==> config.mk <==
export PLATFORM = sky130hd
export DESIGN_NAME = operand_loader
export DESIGN_NICKNAME = d
export VERILOG_FILES = /design/src/rtl/operand_loader.sv
export SDC_FILE = /design/constraint.sdc
export NUM_CORES = 1
export LEC_CHECK = 0
export ABC_AREA = 1
export CAP_MARGIN = 20
export CORE_MARGIN = 5
export CORE_UTILIZATION = 45
export DETAILED_ROUTE_END_ITERATION = 12
export HOLD_SLACK_MARGIN = 0.03
export PLACE_DENSITY = 0.77
export SLEW_MARGIN = 20
export SYNTH_ARGS = -nofsm -noshare
export SYNTH_HDL_FRONTEND = slang
export SYNTH_SLANG_ARGS = --single-unit
==> constraint.sdc <==
create_clock -name clk -period 1.3 [get_ports clk]
set_input_delay 0.26 -clock clk [delete_from_list [all_inputs] [get_ports clk]]
set_output_delay 0.26 -clock clk [all_outputs]
set_load 0.03 [all_outputs]
==> src/rtl/operand_loader.sv <==
// rtl/operand_loader.sv - bit-serial loader assembling two WIDTH-bit operands for the logic datapath
module operand_loader #(
  parameter int WIDTH = 4
) (
  input  logic             clk,
  input  logic             rst,
  input  logic             start,
  input  logic             sin,
  input  logic             sin_valid,
  output logic [WIDTH-1:0] a_out,
  output logic [WIDTH-1:0] b_out,
  output logic             out_valid,
  input  logic             out_ready,
  output logic             busy,
  output logic             err
);

  localparam logic [1:0] IDLE   = 2'd0;
  localparam logic [1:0] LOAD_A = 2'd1;
  localparam logic [1:0] LOAD_B = 2'd2;
  localparam logic [1:0] HOLD   = 2'd3;

  localparam int CW = $clog2(WIDTH) + 1;
  localparam logic [CW-1:0] LAST_BIT = CW'(WIDTH - 1);

  logic [1:0]       state;
  logic [CW-1:0]    cnt;
  logic [WIDTH-1:0] shift_a;
  logic [WIDTH-1:0] shift_b;

  always_ff @(posedge clk) begin
    if (rst) begin
      state   <= IDLE;
      cnt     <= '0;
      shift_a <= '0;
      shift_b <= '0;
      a_out   <= '0;
      b_out   <= '0;
      err     <= 1'b0;
    end else begin
      err <= 1'b0;
      case (state)
        IDLE: begin
          if (start) begin
            state   <= LOAD_A;
            cnt     <= '0;
            shift_a <= '0;
            shift_b <= '0;
          end
        end
        LOAD_A, LOAD_B: begin
          // A restart wins over any bit presented in the same cycle.
          if (start) begin
            state   <= LOAD_A;
            cnt     <= '0;
            shift_a <= '0;
            shift_b <= '0;
            err     <= 1'b1;
          end else if (sin_valid) begin
            if (state == LOAD_A) begin
              shift_a <= {shift_a[WIDTH-2:0], sin};
            end else begin
              shift_b <= {shift_b[WIDTH-2:0], sin};
            end
            if (cnt == LAST_BIT) begin
              cnt <= '0;
              if (state == LOAD_A) begin
                state <= LOAD_B;
              end else begin
                a_out <= shift_a;
                b_out <= {shift_b[WIDTH-2:0], sin};
                state <= HOLD;
              end
            end else begin
              cnt <= cnt + CW'(1);
            end
          end
        end
        HOLD: begin
          if (out_ready) begin
            state <= IDLE;
          end
        end
        default: state <= IDLE;
      endcase
    end
  end

  assign busy      = (state != IDLE);
  assign out_valid = (state == HOLD);

endmodule

# After elaboration in Yosys (flattened, before gate mapping)
# Cells that the tools add are included.
[totals]
ff_bits = 21
out_inout_bits = 11
[op_classes]
n_addsub = 1
n_eq_ne = 10
muxes = 22
bitwise = 3
reduce_logical = 10
[ops]
columns = ["operator", "count"]
rows = [
  ["$mux W3", 7],
  ["$mux W4", 4],
  ["$ne A3 B3 Y1 const B", 4],
  ["$pmux W3 S2", 2],
  ["$reduce_and A4 Y1", 3],
  ["$mux W2", 5],
  ["$pmux W4 S2", 1],
  ["$pmux W2 S3", 1],
  ["$reduce_and A5 Y1", 1],
  ["$eq A2 B2 Y1 const B", 2],
  ["$reduce_bool A2 Y1", 2],
  ["$reduce_or A2 Y1", 2],
  ["$add A3 B1 Y3 const B", 1],
  ["$eq A3 B2 Y1 const B", 1],
  ["$not A1 Y1", 3],
  ["$reduce_and A3 Y1", 1],
  ["$eq A2 B1 Y1 const B", 1],
  ["$logic_not A2 Y1", 1],
  ["$mux W1", 2],
  ["$ne A2 B1 Y1 const B", 1],
  ["$ne A2 B2 Y1 const B", 1],
]

# Logic depth before layout (Yosys ltp)
# Gate-level depths: netlist of run 1.
[depth]
ltp_word = 6
ltp_mapped = 8
depth_no_buf = 8

# Worst setup path before layout of run 1
# No wires, ideal clock.
[synth_timing]
path_kind = "register to register"
from = "reg state[0]"
to = "reg state[0]"
setup_ns = 0.115
t_arrival_ns = 1.248
t_required_ns = 1.185
path_slack_ns = -0.063
stages_incl_launch_ff = 7
n_path_buf = 0
period_less_slack_ns = 1.363
cell_sequence = "dfxtp_1 ha_1 inv_1 o21ai_0 inv_1 a21oi_1 nor2_1"
[synth_between]
word_cells_on_any_way = 15
[synth_rtl]
columns = ["item", "line_no", "text"]
rows = [
  ["start: declaration", "26", "logic [1:0] state;"],
  ["start signal: assignment", "33", "state <= IDLE;"],
  ["start signal: assignment", "45", "state <= LOAD_A;"],
  ["start signal: assignment", "54", "state <= LOAD_A;"],
  ["$eq A2 B2 Y1 (*)", "-", ""],
  ["net out_valid", "12", "output logic out_valid,"],
  ["$ne A2 B1 Y1 (no source line)", "-", ""],
  ["$reduce_and A4 Y1 (no source line)", "-", ""],
]
# Mark *: on every way through the listed nets, which the timed path passes. The rest lies on a longest branch. The select of a mux whose other input is x is not followed.
# A chain may end at the register's enable or synchronous reset.

# Final worst setup path of run 1
[layout_timing]
from = "reg state[0]"
to = "out out_valid"
[layout_between]
elab_chain_len = 1
[layout_rtl]
columns = ["item", "line_no", "text"]
rows = [
  ["$eq A2 B2 Y1", "90", "assign out_valid = (state == HOLD);"],
  ["end: declaration", "12", ""],
]
# Every way passes these cells.

==> results of run 1 <==
layer usage:
layer	GRT usage, %	up-vias
li1	-	475
met1	16.7	420
met2	24.0	18
met3	4.64	4
met4	5.21	0
met5	0	-
worst max-delay path: stages, from the launching register on:
cell and delay [ns]:
dfxtp_4 0.38, buf_6 0.12, ha_4 0.15, buf_6 0.13
path summary, 6_finish.rpt:
path | from | endpoint | slack (ns) | cells past startpoint
max | state[0] | out_valid | -0.05 | 3
min | cnt[2] | cnt[2] | 0.47 | 2
max reg2reg | state[0] | b_out[1] | -0.04 | 7
min reg2reg | cnt[2] | cnt[2] | 0.47 | 2
what timing repair did:
action                                  4_1_cts  5_1_grt
hold endpoints to repair                      0        0
hold buffers                                  0        0
buffers inserted                              0        2
gates resized for setup                      37       27
pin swaps                                     7       11
endpoints found under the setup margin       30       27
stage by stage:
| stage | utilization [%] | std cells | setup TNS (ns) |
|---|---|---|---|
| global placement | 61.0 | 178 | -2.19 |
| finish | 66.9 | 183 | -0.291 |
| global route | 66.9 | 183 | -1.70 |
| detailed placement | 61.0 | 178 | -2.45 |
| CTS | 64.4 | 181 | -0.154 |
| floorplan | - | 127 | 0 |
kinds of logic (layout without fill, tap and decap cells):
logic type,count (synthesis),in the layout
buffers and inverters,18,47
flip-flops,21,21
AO/OA/AOI/OAI,22,22
AND/OR/NAND/NOR,62,62
adder cells (fa/ha/maj),4,4
synth_stat cells:
cell	n	area [um^2]
nor2_1	26	97.6
dfxtp_1	21	420
nand2_1	19	71.3
inv_1	12	45.0
o21ai_0	12	60.1
a21oi_1	10	50.1
nand4_1	7	43.8
ha_1	4	50.1
inv_2	4	15.0
nand3_1	3	15.0
nand3_2	3	30.0
nand2_2	2	12.5
buf_2	1	5.00
clkbuf_2	1	5.00
nor2_4	1	11.3
nor3_1	1	5.00
area by class of cell:
type                    count  area [um^2]
inverters                  16         67.6
clock inverters             1         5.00
clock buffers               3         22.5
multi-input cells          88          531
flip-flops and latches     21          425
repair buffers             27          241
well taps                  27         33.8
fillers                   168          656
state kept, by name (all words and copies together) (netlist names):
signal,flops
cnt,3
b_out,4
shift_a,4
shift_b,3
err,1
a_out,4
state,2
power breakdown:
group	switching [mW]	total [mW]	leakage, nW	internal [mW]
sequential	0.0101	0.664	0.171	0.654
combinational	0.129	0.227	0.381	0.0978
clock	0.198	0.313	0.0177	0.115
==> results.rst, run 1 <==
.. list-table::
   :header-rows: 1

   * - Metric
     - Value
   * - H-tree depth reported by CTS
     - 1
   * - Synth Register Bits
     - 21
   * - CTS tree
     - done
   * - Number of nets still failing antenna checks after routing
     - 0
   * - # rows
     - 16
   * - Power density over cell area
     - slightly above 900 nW/um^2
   * - Count of input and output buffers
     - 16
   * - Number of diodes
     - 0
   * - Critical path fanouts, max
     - 4
   * - Routed wl met2
     - roughly 1000 um
   * - Area inside the core boundary
     - 1980 um^2
   * - Final clock skew
     - roughly 0.0018 ns
   * - RSZ-0062 raised after global routing
     - true
   * - Final #Nets
     - 167
   * - Synthesized area
     - between 900 and 1000 um^2
   * - Synthesis warning total
     - 0
   * - Antenna violations before repair
     - 0
   * - Sequential area share after synthesis
     - roughly 45%
   * - Clock buffer depth
     - 2
   * - Nets in the synthesized netlist
     - 137
   * - Kind of capture point of the worst setup path
     - primary output
   * - Worst hold slack
     - between 0.4 and 0.5 ns
   * - Launching element type of the critical path
     - register
   * - Required time reported for the critical path endpoint
     - around 1.0 ns
   * - Die Width
     - 55.6 um
   * - DR vias/cell
     - 5.01
   * - Total cell area at the placement stage
     - 1210 um^2
   * - Wire length of the first global-routing pass
     - ~3600 um
   * - Clock insertion delay at the later pin of the skew report
     - 0.30 ns
   * - Hold violation count in the final report
     - 0
   * - WL per Instance
     - approximately 11 um
   * - Uppermost metal layer occupied by signal nets
     - met4
   * - Part of the cycle the worst path needs
     - 104%
   * - GRT Resource Usage Total
     - between 10% and 20%
   * - Leading cell type in the layout, fill and taps excluded
     - nor2_1
   * - Dominant combinational cell family by area after synthesis
     - simple AND/OR/NAND/NOR gates
   * - Number of primary I/O pins
     - 17
   * - Slew margin rel.
     - approximately three quarters
   * - Proportion of layout cells with a drive suffix above 1
     - between 30% and 40%
   * - Final routed DRC violation total
     - 0
   * - Failing checks
     - negative setup slack
   * - Post-synthesis to final-layout area growth
     - 41.5%
   * - Vias in the first global route
     - just over 900
   * - Pin count of the biggest net entering global routing
     - 13
   * - Arrival @ worst endpoint
     - between 1 and 1.5 ns
   * - Metal1 wirelength
     - between 900 and 1000 um
   * - Final RePlAce weighted congestion
     - just over 0.7
   * - Hold Crit Class
     - register to register
   * - Result of the run
     - finished with violations
   * - Final setup violating endpoints
     - 10
   * - Vertical extent of the die
     - 55.6 um
   * - Minimum setup slack after placement
     - -0.157 ns
   * - Fraction of the mapped netlist area in simple logic gates
     - about 31%
   * - Overall power
     - between 1 and 1.5 mW
   * - Type of the setup path with the least slack
     - register to primary output
   * - Adder-cell area share of the yosys netlist
     - approximately 5.3%
   * - Clock Sinks
     - 21
   * - Count of final max-slew check failures
     - 0
   * - Initial standard-cell utilization of the core
     - about 47%
   * - Number of search-and-repair iterations in the first detailed-routing pass
     - 4
   * - Per-instance average area after synthesis
     - roughly 7.4 um^2
   * - Max rail drop VDD
     - between 600 and 700 uV
   * - Number of vias after detailed routing
     - approximately 900
   * - GRT overflow
     - 0
   * - Post-synthesis compound-gate area fraction
     - 11.7%
   * - Least-Margin Pin Slew
     - about 0.38 ns
   * - Clock transition at the registers of the reported paths
     - about 0.12 ns
   * - Number of DRC violations after detailed-routing iteration 0
     - 9
   * - Overall die area
     - about 3100 um^2
   * - Post-synth cell types
     - 16
   * - Clock tree root buffer cell
     - clkbuf_4
   * - Highest attainable clock frequency
     - roughly 740 MHz
   * - Post-route setup slack
     - -0.0471 ns
   * - LEAKAGE
     - between 0.5 and 0.6 nW
   * - Max-cap check violation count
     - 0
   * - Number of buffers inserted during clock tree synthesis
     - 3
   * - Post-synthesis xor/xnor area fraction
     - 0%
   * - Post-Layout Inst Area
     - between 1000 and 1500 um^2
   * - DRT Wirelength
     - between 2000 and 2500 um
   * - Met3 routed WL
     - between 100 and 150 um
   * - Gate Count Post-Synth
     - around 130
   * - Estimated wirelength of the detail-placed design
     - roughly 1500 um
   * - Commonest cells after routing, fill and taps aside
     - 24 x nor2_1, 19 x dfxtp_1, 18 x nand2_1
   * - Time the worst path needs with I/O delays and setup
     - ~1.3 ns
   * - Proportion of synthesized area in mux cells
     - 0%
Power figures use the tool's default switching activity.
==> run 2: changes to the inputs <==
- PLACE_DENSITY: 0.77 -> 0.72
- SLEW_MARGIN: 20 -> 0
==> run 2 against run 1 <==
  * The flow still finishes with violations (negative setup slack)
  * Utilization grew 4.0 points
  * Setup slack lost 0.083 ns
  * Clock power grew 2%
  * Worst hold slack lost 0.0020 ns
  * Global-route usage grew 2.1 points
  * Largest cell class unchanged
  * Register-to-register slack lost 0.09 ns
  * Final area grew 6.0%
==> results.rst, run 2 (same netlist as run 1, synthesis figures left out) <==
.. list-table::
   :header-rows: 1

   * - Metric
     - Value
   * - Result of the run
     - finished with violations (unchanged)
   * - Failing checks
     - negative setup slack (unchanged)
   * - Initial standard-cell utilization of the core
     - 47.3% (unchanged)
   * - Kind of capture point of the worst setup path
     - register (was primary output)
   * - Slew margin rel.
     - 70.0% (was 74.4%)
   * - Final routed DRC violation total
     - 0 (unchanged)
   * - Number of search-and-repair iterations in the first detailed-routing pass
     - 4 (unchanged)
   * - Clock tree root buffer cell
     - clkbuf_4 (unchanged)
   * - Post-synthesis to final-layout area growth
     - 50.1% (was 41.5%)
   * - WL per Instance
     - 13.7 um (was 11.4 um)
   * - Final RePlAce weighted congestion
     - 0.850 (was 0.728)
   * - Vias in the first global route
     - 926 (was 928)
   * - Final clock skew
     - 0.00620 ns (was 0.00180 ns)
   * - Type of the setup path with the least slack
     - register to register (was register to primary output)
   * - Number of DRC violations after detailed-routing iteration 0
     - 15 (was 9)
   * - Worst hold slack
     - 0.465 ns (was 0.467 ns)
   * - DR vias/cell
     - 5.24 (was 5.01)
   * - Filler cell count
     - 147 (was 168)
   * - Kind of cell adding the most delay to the critical path
     - simple AND/OR/NAND/NOR gates (was flip-flops)
   * - Final setup violating endpoints
     - 21 (was 10)
   * - Die Width
     - 55.6 um (unchanged)
   * - Number of vias after detailed routing
     - 959 (was 917)
   * - Max rail drop VDD
     - 614 uV (was 666 uV)
   * - Arrival @ worst endpoint
     - 1.64 ns (was 1.09 ns)
   * - CTS tree
     - done (unchanged)
   * - Commonest cells after routing, fill and taps aside
     - 23 x nor2_1, 19 x dfxtp_1, 12 x nand2_1 (was 24 x nor2_1, 19 x dfxtp_1, 18 x nand2_1)
   * - Final total negative setup slack
     - -1.78 ns (was -0.291 ns)
   * - Overall power
     - 1.26 mW (was 1.20 mW)
   * - Highest attainable clock frequency
     - 699 MHz (was 742 MHz)
   * - Proportion of layout cells with a drive suffix above 1
     - 42.3% (was 35.3%)
   * - Count of input and output buffers
     - 16 (unchanged)
   * - Number of buffers inserted during clock tree synthesis
     - 3 (unchanged)
   * - Final #Nets
     - 167 (unchanged)
   * - Number of diodes
     - 0 (unchanged)
   * - Number of nets still failing antenna checks after routing
     - 0 (unchanged)
   * - Wire length of the first global-routing pass
     - 4100 um (was 3640 um)
   * - Vertical extent of the die
     - 55.6 um (unchanged)
   * - Launching element type of the critical path
     - register (unchanged)
   * - Critical path fanouts, max
     - 8 (was 4)
   * - # rows
     - 16 (unchanged)
   * - Leading cell type in the layout, fill and taps excluded
     - nor2_1 (unchanged)
   * - Multi-input logic area
     - 596 um^2 (was 531 um^2)
   * - Biggest regs
     - a_out: 4 flops, b_out: 4 flops, shift_a: 4 flops (unchanged)
   * - Estimated wirelength of the detail-placed design
     - 1500 um (about the same)
   * - Clock Sinks
     - 21 (unchanged)
   * - Power density over cell area
     - 894 nW/um^2 (was 907 nW/um^2)
   * - Hold Crit Class
     - register to register (unchanged)
   * - Time the worst path needs with I/O delays and setup
     - 1.43 ns (was 1.35 ns)
   * - Overall die area
     - 3100 um^2 (unchanged)
   * - GRT overflow
     - 0 (unchanged)
   * - Area inside the core boundary
     - 1980 um^2 (unchanged)
   * - Max-cap check violation count
     - 0 (unchanged)
   * - GRT Resource Usage Total
     - 16.3% (was 14.2%)
   * - Post-route setup slack
     - -0.130 ns (was -0.0471 ns)
   * - Number of primary I/O pins
     - 17 (unchanged)
   * - Peak per-stage delay on the critical path
     - 0.41 ns (was 0.38 ns)
   * - Pin count of the biggest net entering global routing
     - 13 (unchanged)
   * - Cell with the largest stage delay on the worst path
     - dfxtp_4 (unchanged)
   * - DRT Wirelength
     - 2510 um (was 2080 um)
   * - Hold violation count in the final report
     - 0 (unchanged)
   * - Cells traversed along the worst timing path
     - inv_4 > ha_4 > nand2_4 > nor2_4 > inv_2 > nor2_1 > nor2_1 (was buf_6 > ha_4 > buf_6)
   * - Least-Margin Pin Slew
     - 0.450 ns (was 0.383 ns)
   * - Antenna violations before repair
     - 0 (unchanged)
   * - Storage cell area
     - 425 um^2 (unchanged)
   * - Part of the cycle the worst path needs
     - 110% (was 104%)
   * - Most numerous cell on the critical path
     - nor2_1 (was buf_6)
   * - Required time reported for the critical path endpoint
     - 1.51 ns (was 1.04 ns)
   * - Clock buffer depth
     - 2 (unchanged)
   * - WP buf/inv
     - 2 (unchanged)
   * - Count of final max-slew check failures
     - 0 (unchanged)
   * - H-tree depth reported by CTS
     - 1 (unchanged)
   * - RSZ-0062 raised after global routing
     - true (unchanged)
   * - Clock transition at the registers of the reported paths
     - 0.12 ns (about the same)
   * - LEAKAGE
     - 0.583 nW (was 0.569 nW)
   * - Clock insertion delay at the later pin of the skew report
     - 0.31 ns (was 0.30 ns)
run 2: cell count changes in the layout (fill, tap and decap cells not counted), sizes merged:
| cell | delta |
|---|---|
| clkinvlp | +1 |
| buf | -1 |
run 2: worst register-to-register path: stages, from the launching register on:
cell     delay [ns]
dfxtp_4        0.41
inv_4          0.05
ha_4           0.32
nand2_4        0.08
nor2_4         0.18
inv_2          0.11
nor2_1         0.13
nor2_1         0.06
run 2: what timing repair did:
item | 4_1_cts | 5_1_grt
setup endpoints to repair | 31 | 26
resized for setup | 63 | 24
pin swaps | 23 | 16
cloned | 1 | 0
hold endpoints to repair | 0 | 0
buffers inserted | 2 | 0
hold buffers | 0 | 0
run 2: metal layers:
layer	global-route usage, %	part of all wire (%)	vias up
met5	0	0	-
met4	5.21	1.6	0
met3	3.48	5.1	8
met2	28.2	53	21
met1	20.0	40	455
li1	-	-	475
run 2: cell type report:
type                       count  share of cell area, %
multi-input combinational     88                   42.3
clock inverter                 1                  0.356
timing repair buffer          26                   17.7
tap                           27                   2.40
clock buffer                   3                   1.60
inverter                      16                   4.80
sequential                    21                   30.2
timing repair inverter         1                  0.534
run 2: final timing paths:
kind,start,end,slack [ns],depth (start not counted)
max,state[0],b_out[2],-0.13,7
min,cnt[2],cnt[2],0.47,2
max reg2reg,state[0],b_out[2],-0.13,7
min reg2reg,cnt[2],cnt[2],0.47,2
run 2: power by group:
part	total [mW]	leakage, nW	switching, mW	internal, mW
clock network	0.318	0.0177	0.203	0.115
registers	0.666	0.171	0.0119	0.654
logic	0.273	0.395	0.162	0.111
total	1.26	0.583	0.377	0.880
run 2: per-stage QoR:
step	instance area (um^2)	setup slack [ns]	util (%)	instances
floorplan	955	0.00632	-	127
global placement	1190	-0.125	60.2	176
detailed placement	1190	-0.168	60.2	176
CTS	1370	-0.0728	68.9	183
global route	1410	-0.188	71.0	183
finish	1410	-0.130	71.0	183
